<file path="src/rtl/ad9826_serial_responder.sv">
// Target-side model of the AD9826 3-wire config port: eight 9-bit registers, serial read/write.
// Optional malformed-frame flag enabled by defining AD9826_FRAME_ERR_EN.
module ad9826_serial_responder #(
  parameter int unsigned SYNC_STAGES = 2,  // minimum 2
  parameter logic [8:0]  REG0_RESET  = 9'h000
) (
  input  logic        clk_i,
  input  logic        rst_ni,
  input  logic        sclk_i,
  input  logic        sload_i,
  input  logic        sdata_i,
  output logic        sdata_o,
  output logic        sdata_oe_o,
  output logic [71:0] regs_o,
  output logic        wr_strobe_o,
  output logic [2:0]  wr_addr_o,
  output logic        frame_err_o
);

  localparam int unsigned S = SYNC_STAGES;

  typedef enum logic [2:0] {StIdle, StAddr, StWdata, StRdata, StDone} state_e;

  // One extra flop on sclk/sload holds the previous synchronized sample for edge detection.
  logic [S:0]   sclk_sync_q, sload_sync_q;
  logic [S-1:0] sdata_sync_q;

  always_ff @(posedge clk_i or negedge rst_ni) begin
    if (!rst_ni) begin
      sclk_sync_q  <= '0;
      sload_sync_q <= '1;
      sdata_sync_q <= '0;
    end else begin
      sclk_sync_q  <= {sclk_sync_q[S-1:0], sclk_i};
      sload_sync_q <= {sload_sync_q[S-1:0], sload_i};
      sdata_sync_q <= {sdata_sync_q[S-2:0], sdata_i};
    end
  end

  logic sclk_rise, sclk_fall, sload_rise, sload_fall, sdata_s;
  assign sclk_rise  =  sclk_sync_q[S-1]  & ~sclk_sync_q[S];
  assign sclk_fall  = ~sclk_sync_q[S-1]  &  sclk_sync_q[S];
  assign sload_rise =  sload_sync_q[S-1] & ~sload_sync_q[S];
  assign sload_fall = ~sload_sync_q[S-1] &  sload_sync_q[S];
  assign sdata_s    =  sdata_sync_q[S-1];

  state_e           state_q, state_d;
  logic [4:0]       cnt_q, cnt_d;
  logic             rnw_q, rnw_d;
  logic [2:0]       addr_q, addr_d;
  logic [8:0]       hold_q, hold_d;
  logic [8:0]       rd_q, rd_d;
  logic             oe_q, oe_d;
  logic             out_q, out_d;
  logic [7:0][8:0]  regs_q, regs_d;
  logic             wr_strobe_q, wr_strobe_d;
  logic [2:0]       wr_addr_q, wr_addr_d;
`ifdef AD9826_FRAME_ERR_EN
  logic             frame_err_q, frame_err_d;
`endif

  always_comb begin
    state_d     = state_q;
    cnt_d       = cnt_q;
    rnw_d       = rnw_q;
    addr_d      = addr_q;
    hold_d      = hold_q;
    rd_d        = rd_q;
    oe_d        = oe_q;
    out_d       = out_q;
    regs_d      = regs_q;
    wr_strobe_d = 1'b0;
    wr_addr_d   = wr_addr_q;
`ifdef AD9826_FRAME_ERR_EN
    frame_err_d = frame_err_q;
`endif
    // Frame end wins over any SCLK edge seen in the same cycle.
    if (sload_rise) begin
      if (state_q != StIdle) begin
        if (!rnw_q && cnt_q == 5'd16) begin
          regs_d[addr_q] = hold_q;
          wr_strobe_d    = 1'b1;
          wr_addr_d      = addr_q;
        end
`ifdef AD9826_FRAME_ERR_EN
        if (cnt_q != 5'd16) frame_err_d = 1'b1;
`endif
      end
      state_d = StIdle;
      oe_d    = 1'b0;
      out_d   = 1'b0;
    end else begin
      unique case (state_q)
        StIdle: begin
          if (sload_fall) begin
            state_d = StAddr;
            cnt_d   = 5'd0;
            rnw_d   = 1'b0;
            addr_d  = 3'd0;
            hold_d  = 9'd0;
          end
        end
        StAddr: begin
          if (sclk_rise) begin
            cnt_d = cnt_q + 5'd1;
            if (cnt_q == 5'd0) rnw_d = sdata_s;
            else if (cnt_q <= 5'd3) addr_d = {addr_q[1:0], sdata_s};
            if (cnt_q == 5'd6) begin
              if (rnw_q) begin
                state_d = StRdata;
                rd_d    = regs_q[addr_q];
              end else begin
                state_d = StWdata;
              end
            end
          end
        end
        StWdata: begin
          if (sclk_rise) begin
            cnt_d  = cnt_q + 5'd1;
            hold_d = {hold_q[7:0], sdata_s};
            if (cnt_q == 5'd15) state_d = StDone;
          end
        end
        StRdata: begin
          if (sclk_rise && cnt_q != 5'd16) cnt_d = cnt_q + 5'd1;
          if (sclk_fall) begin
            if (cnt_q == 5'd16) begin
              oe_d    = 1'b0;
              out_d   = 1'b0;
              state_d = StDone;
            end else begin
              oe_d  = 1'b1;
              out_d = rd_q[8];
              rd_d  = {rd_q[7:0], 1'b0};
            end
          end
        end
        StDone: begin
`ifdef AD9826_FRAME_ERR_EN
          if (sclk_rise) frame_err_d = 1'b1;
`endif
        end
        default: state_d = StIdle;
      endcase
    end
  end

  always_ff @(posedge clk_i or negedge rst_ni) begin
    if (!rst_ni) begin
      state_q     <= StIdle;
      cnt_q       <= 5'd0;
      rnw_q       <= 1'b0;
      addr_q      <= 3'd0;
      hold_q      <= 9'd0;
      rd_q        <= 9'd0;
      oe_q        <= 1'b0;
      out_q       <= 1'b0;
      regs_q      <= '0;
      regs_q[0]   <= REG0_RESET;
      wr_strobe_q <= 1'b0;
      wr_addr_q   <= 3'd0;
    end else begin
      state_q     <= state_d;
      cnt_q       <= cnt_d;
      rnw_q       <= rnw_d;
      addr_q      <= addr_d;
      hold_q      <= hold_d;
      rd_q        <= rd_d;
      oe_q        <= oe_d;
      out_q       <= out_d;
      regs_q      <= regs_d;
      wr_strobe_q <= wr_strobe_d;
      wr_addr_q   <= wr_addr_d;
    end
  end

`ifdef AD9826_FRAME_ERR_EN
  always_ff @(posedge clk_i or negedge rst_ni) begin
    if (!rst_ni) frame_err_q <= 1'b0;
    else         frame_err_q <= frame_err_d;
  end
  assign frame_err_o = frame_err_q;
`else
  assign frame_err_o = 1'b0;
`endif

  assign sdata_o     = out_q;
  assign sdata_oe_o  = oe_q;
  assign regs_o      = regs_q;
  assign wr_strobe_o = wr_strobe_q;
  assign wr_addr_o   = wr_addr_q;

endmodule

</file>
<file path="config.mk">
export PLATFORM = sky130hd
export DESIGN_NAME = ad9826_serial_responder
export DESIGN_NICKNAME = d
export VERILOG_FILES = /design/src/rtl/ad9826_serial_responder.sv
export SDC_FILE = /design/constraint.sdc
export NUM_CORES = 1
export LEC_CHECK = 0
export CAP_MARGIN = 25
export CORE_AREA = 2 2 129 131
export CTS_CLUSTER_SIZE = 40
export DETAILED_ROUTE_END_ITERATION = 10
export DIE_AREA = 0 0 131 133
export PLACE_DENSITY = 0.64
export SLEW_MARGIN = 20
export SYNTH_ARGS = -nofsm -noshare
export SYNTH_HDL_FRONTEND = slang
export SYNTH_SLANG_ARGS = --single-unit
export TNS_END_PERCENT = 30
</file>
<file path="constraint.sdc">
create_clock -name clk_i -period 4.1 [get_ports clk_i]
set_input_delay 0.82 -clock clk_i [delete_from_list [all_inputs] [get_ports clk_i]]
set_output_delay 0.82 -clock clk_i [all_outputs]
set_load 0.005 [all_outputs]
</file>
==> results of run 1 <==
[worst max path at each step]
stage	to
6_report	regs_o[44]$_DFFE_PN0P_
5_1_grt	regs_o[39]$_DFFE_PN0P_
4_1_cts	regs_o[44]$_DFFE_PN0P_
3_5_place_dp	regs_o[42]$_DFFE_PN0P_
3_3_place_gp	regs_o[40]$_DFFE_PN0P_
2_1_floorplan	regs_o[36]$_DFFE_PN0P_
[flip-flops by register name, indices dropped and copies added, names as in the netlist]
register	flops
wr_strobe_o	1
rnw_q	1
sdata_oe_o	1
sload_sync_q	3
rd_q	9
hold_q	9
sdata_sync_q	2
sdata_o	1
wr_addr_o	3
regs_o	72
sclk_sync_q	3
addr_q	3
cnt_q	5
state_q	3
[worst max-delay path, cell delays in order (launching register included)]
cell,delay (ns)
dfstp_2,0.54
ha_1,0.36
inv_1,0.11
or4_1,0.77
nor4b_4,0.76
mux2_2,0.41
[synthesized netlist by cell type (4+ instances only)]
master,number
dfrtp_1,113
mux2_2,84
nand2_1,34
mux4_2,17
nor2_1,16
o21ai_0,14
clkbuf_1,13
a21oi_1,12
mux2i_1,12
inv_1,10
buf_4,6
ha_1,6
nor2b_1,6
nor3_1,5
clkbuf_2,4
nand2b_1,4
[per-layer routing]
metal,track usage,wire length [microns],part of all wire,up-vias
met2,0.266,6820,0.50,102
met5,0,0,0,-
met4,0.0573,195,0.014,0
met1,0.231,6090,0.44,1862
li1,-,-,-,1674
met3,0.0473,636,0.046,12
[through the flow]
| step | setup WS [ns] | instances | hold slack, ns | utilization | instance area, sq um |
|---|---|---|---|---|---|
| floorplan | 1.62 | 417 | 0.331 | - | 5500 |
| global placement | 1.05 | 696 | 0.335 | 0.401 | 6490 |
| detailed placement | 0.979 | 697 | 0.337 | 0.402 | 6500 |
| CTS | 0.962 | 728 | 0.346 | 0.439 | 7100 |
| global route | 0.845 | 729 | 0.348 | 0.440 | 7120 |
| finish | 1.03 | 729 | 0.345 | 0.440 | 7120 |
[cell type report]
cell class | count | share of cell area
Clock buffer | 22 | 0.0666
Sequential cell | 116 | 0.409
Multi-Input combinational cell | 261 | 0.337
Timing Repair Buffer | 90 | 0.125
Clock inverter | 9 | 0.0179
Tap cell | 220 | 0.0387
Inverter | 11 | 0.00580
[logic make-up after synthesis]
group                      after synthesis  synth area share
muxes                                  113             0.264
adders and majority gates                6            0.0137
AOI/OAI and AO/OA                       47            0.0556
buffers and inverters                   40            0.0344
other                                    1          0.000682
and+or+nand+nor                         94             0.103
DFF                                    116             0.529
[report_power, final]
group	total, mW	internal (mW)	switching [mW]
registers	1.37	1.19	0.176
logic	0.409	0.213	0.196
clock network	1.49	0.996	0.496
total	3.27	2.40	0.868
==> summary.txt, run 1 <==
Flow run
  – Total of max-cap violations: 0

Detailed routing
  – Detailed-route wire length: ~14 mm
  – Vias post-DR: around 3700
  – Final routed DRC violation total: 0
  – Router iterations before antenna repair: 4
  – Number of nets still failing antenna checks after routing: 0
  – Via/cell ratio: roughly 5.0
  – Initial DRC Count: between 200 and 250
  – Wire length per cell after detailed routing: between 15 and 20 microns

Logic synthesis
  – Portion of synthesized cell area occupied by the leading cell type: 0.515
  – Total number of yosys warnings: 0
  – Count of flip-flops with a built-in enable after synthesis: 0
  – Main synth FF type: dfrtp_1
  – Average cell area after synthesis: 13.2 sq um
  – Part of the Yosys area used for sequential elements: 0.529
  – Dominant cells by area after synthesis: dfrtp_1 51%, mux2_2 17%, mux4_2 7.0%
  – Synthesized netlist net count: 428
  – Yosys top cell by area: dfrtp_1
  – Number of standard cells after synthesis: between 400 and 500
  – Synth Cell Area: 5500 sq um
  – Count of distinct cell types in the synthesized netlist: between 50 and 60
  – Share of flip-flops with an asynchronous set or reset after synthesis: 1.00
  – Synth Register Bits: ~120

Worst hold path
  – HP Class: register to register
  – Worst hold path endpoint: sclk_sync_q[1]$_DFF_PN0_
  – Hold Path Origin: sclk_sync_q[0]$_DFF_PN0_
  – Worst hold path cell count: 0

Critical path
  – Depth of the most critical reg-to-reg path: 5
  – Worst reg2reg path endpoint: regs_o[44]$_DFFE_PN0P_
  – Launch point of the worst path: sload_sync_q[1]$_DFF_PN1_
  – Worst Setup End Kind: register
  – Data arrival time of the critical path: 3.37 ns
  – Data required time at the worst endpoint: between 4 and 5 ns
  – CP max FO: 10
  – Launch point of the worst reg-to-reg path: sload_sync_q[1]$_DFF_PN1_
  – Flop-to-flop setup slack: 1.03 ns
  – Path type of the worst setup path: register to register
  – Critical Path Source Type: register

Finish
  – Most frequent cells in the layout: 111 x dfrtp_1, 84 x mux2_2, 81 x clkdlybuf4s50_1
  – Most common cell after layout, fill and taps aside: dfrtp_1
  – Final antenna diode count: 0
  – Layout-stage area growth over the synthesis result: 29.5%
  – NumNets Final: just over 500
  – Area taken by flip-flops and latches: roughly 2900 sq um
  – Fraction of final layout cells with drive strength greater than 1: 0.306
  – Fill cell count: between 1000 and 1500
  – Footprint of the multi-input gates: ~2400 sq um

Clocking
  – Max Root-Sink Buffers: 2
  – Number of buffers inserted during clock tree synthesis: 17
  – Number of resized instances in the post-cts repair step: 0
  – Number of hold-repair buffers added at the cts stage: 0
  – Root buffer cell: clkbuf_16
  – Post-CTS Repair Setup Buffers: 0
  – Skew-Pair Late Insertion Delay: 0.41 ns
  – CTS tree: yes
  – Sinks on Clock Net: around 120
  – Clock edge transition at the registers on the reported setup and hold paths: approximately 0.05 ns
  – Htree depth: 4

Timing
  – Highest Clock Rate: 325 MHz
  – Final setup violation count: 0
  – Unrepaired setup endpoints after global routing: false
  – Clock period minus final worst setup slack: roughly 3.1 ns
  – Setup total negative slack: 0 ns
  – Actual transition at the worst max-transition pin: approximately 0.89 ns
  – Max Transition Viols Final: 0
  – Clock skew after layout: 0.00909 ns
  – Hold Fails Final Rpt: 0
  – Max_slew headroom: 0.406
  – Part of the cycle the worst path needs: 0.750

Floorplanning
  – Core area: around 16000 sq um
  – Number of core rows: 47
  – Initial core utilization: 0.340
  – Die outline area: ~17000 sq um
  – Ports: 84
  – Chip Height: between 100 and 150 microns
  – Chip Width: between 100 and 150 microns

Global routing
  – Via count of the first global-routing pass: a little under 4000
  – GR Overflow Total: 0
  – Initial antenna violation count: 0
  – Wire length of the first global-routing pass: ~22 mm
  – Pin count of the biggest net entering global routing: between 60 and 70
  – GRT Total Usage: 0.171

Power and ir drop
  – Power per standard cell area: around 460 nW/um^2
  – Largest vdd supply drop: 0.305 mV
  – Total design power: about 3.3 mW
  – Static Leakage: ~3.2 nW

Place
  – IO buf count: 82
  – GP Congestion: between 0.8 and 0.9
  – Hpwl dp: 9.33 mm

Run status
  – Outcome: complete, no violations
Power figures use the tool's default switching activity.
==> run 2: changes to the inputs <==
clock period = 3.06 ns   (was 4.1 ns; I/O delays follow)
==> run 2 against run 1 <==
Register-to-register slack got worse by 0.65 ns. Global-route usage up 0.62 points. Sequential power is 34% higher. Count of clock-buffer cells in the layout decreased by 4. Clock skew decreased by 0.0010 ns. Sequential cell count is the same. Final area rose by 1.5%. Cell count is 0.96% higher. Power rose by 40%. Die area did not move. Critical path depth increased by 3.
==> summary.txt, run 2 (synthesis gave the netlist of run 1 again) <==
Critical path
  – Worst Setup End Kind: register
  – Critical Path Source Type: register
  – Critical path buffers and inverters: 3
  – Path type of the worst setup path: register to register
  – Data required time at the worst endpoint: roughly 3.4 ns
  – Family with the most delay on the worst path: simple AND/OR/NAND/NOR gates
  – Largest incremental delay on the critical path: approximately 0.44 ns
  – CP max FO: 9
  – Critical path, cell by cell: inv_1 > ha_1 > nand4bb_4 > or4_1 > buf_4 > inv_2 > nand4_2 > mux2_2
  – Worst-path cell with the longest stage delay: or4_1
  – Data arrival time of the critical path: just under 3 ns

Power and ir drop
  – Power per standard cell area: approximately 630 nW/um^2
  – Largest vdd supply drop: between 0.2 and 0.3 mV
  – Static Leakage: ~3.2 nW
  – Total design power: 4.57 mW

Place
  – Cell area reported after detailed placement: between 6000 and 7000 sq um
  – IO buf count: 82
  – GP Congestion: 0.810
  – Hpwl dp: ~9.4 mm
  – Placed cell count: 704

Clocking
  – Skew-Pair Late Insertion Delay: ~0.42 ns
  – CTS tree: yes
  – Number of resized instances in the post-cts repair step: 0
  – Post-CTS Repair Setup Buffers: 0
  – Max Root-Sink Buffers: 2
  – Clock edge transition at the registers on the reported setup and hold paths: approximately 0.05 ns
  – Number of hold-repair buffers added at the cts stage: 0
  – Number of buffers inserted during clock tree synthesis: 17
  – Root buffer cell: clkbuf_16
  – Sinks on Clock Net: about 120
  – Htree depth: 4

Finish
  – Fill cell count: ~1400
  – Layout-stage area growth over the synthesis result: 31.5%
  – Final cell count without fillers: 736
  – Fraction of final layout cells with drive strength greater than 1: 0.316
  – NumNets Final: roughly 500
  – Final antenna diode count: 0
  – Most frequent cells in the layout: 112 x dfrtp_1, 84 x mux2_2, 81 x clkdlybuf4s50_1
  – Flip-flop count of the largest register, all copies and words added: between 70 and 80
  – Most common cell after layout, fill and taps aside: dfrtp_1
  – Cell area after layout: 7230 sq um

Floorplanning
  – Die outline area: between 15000 and 20000 sq um
  – Chip Height: about 130 microns
  – Core area: 16200 sq um
  – Initial core utilization: 0.340
  – Ports: 84
  – Number of core rows: 47
  – Chip Width: around 130 microns

Timing
  – Hold Fails Final Rpt: 0
  – Clock skew after layout: 0.00809 ns
  – Final Hold Slack: ~0.19 ns
  – Part of the cycle the worst path needs: 0.878
  – Clock period minus final worst setup slack: roughly 2.7 ns
  – Actual transition at the worst max-transition pin: ~0.89 ns
  – Setup total negative slack: 0 ns
  – Final setup violation count: 0
  – Unrepaired setup endpoints after global routing: false
  – Highest Clock Rate: between 300 and 400 MHz
  – Max Transition Viols Final: 0
  – Max_slew headroom: 0.406

Global routing
  – GR Overflow Total: 0
  – Pin count of the biggest net entering global routing: 78
  – Wire length of the first global-routing pass: between 20 and 25 mm
  – Initial antenna violation count: 0
  – Via count of the first global-routing pass: 3833
  – GRT Total Usage: 0.177

Run status
  – Outcome: complete, no violations

Detailed routing
  – Final routed DRC violation total: 0
  – Initial DRC Count: approximately 200
  – Via/cell ratio: slightly above 5
  – Detailed-route wire length: approximately 14 mm
  – Router iterations before antenna repair: 4
  – Vias post-DR: around 3700
  – Wire length per cell after detailed routing: roughly 19 microns
  – Number of nets still failing antenna checks after routing: 0

Worst hold path
  – HP Class: primary input to asynchronous set/reset pin

Flow run
  – Total of max-cap violations: 0
run 2: cell types whose count changed in the layout (fill, tap and decap cells not counted), sizes merged:
cell    before  now
bufinv       3    5
clkbuf      22   18
inv         11   14
buf          9   15
run 2: through the flow:
step,setup slack (ns),util
4_1_cts,0.351,0.447
2_1_floorplan,0.581,-
3_3_place_gp,0.439,0.406
3_5_place_dp,0.375,0.406
5_1_grt,0.253,0.447
6_report,0.374,0.447
run 2: path summary, 6_finish.rpt:
path,endpoint,cells after the start,slack (ns),start
min,regs_o[26]$_DFFE_PN0P_,1,0.19,rst_ni
min in group clk_i,sclk_sync_q[1]$_DFF_PN0_,0,0.35,sclk_sync_q[0]$_DFF_PN0_
max reg2reg,regs_o[49]$_DFFE_PN0P_,8,0.37,cnt_q[0]$_DFFE_PN0P_
max in group asynchronous,sload_sync_q[2]$_DFF_PN1_,2,2.02,rst_ni
max,regs_o[49]$_DFFE_PN0P_,8,0.37,cnt_q[0]$_DFFE_PN0P_
min reg2reg,sclk_sync_q[1]$_DFF_PN0_,0,0.35,sclk_sync_q[0]$_DFF_PN0_
run 2: report_power, final:
group	internal [mW]	switching, mW
logic	0.284	0.269
registers	1.60	0.228
clock network	1.45	0.737
run 2: worst reg2reg max path, cell delays in order (launching register included):
cell,delay [ns]
dfrtp_1,0.40
inv_1,0.12
ha_1,0.26
nand4bb_4,0.18
or4_1,0.44
buf_4,0.20
inv_2,0.15
nand4_2,0.39
mux2_2,0.44
run 2: area by class of cell:
class                           instances  area [sq um]  share of cell area
Sequential cell                       116          2910               0.402
Tap cell                              220           275              0.0381
Clock inverter                         14           225              0.0312
Timing Repair Buffer                   96           948               0.131
Multi-Input combinational cell        261          2400               0.332
Clock buffer                           18           429              0.0594
Inverter                               11          41.3             0.00571
run 2: per-layer routing:
| metal | track usage | vias to the layer above | wire length, microns |
|---|---|---|---|
| met1 | 0.242 | 1874 | 6300 |
| met5 | 0 | - | 0 |
| li1 | - | 1693 | - |
| met2 | 0.270 | 125 | 6930 |
| met4 | 0.0662 | 0 | 221 |
| met3 | 0.0469 | 22 | 793 |
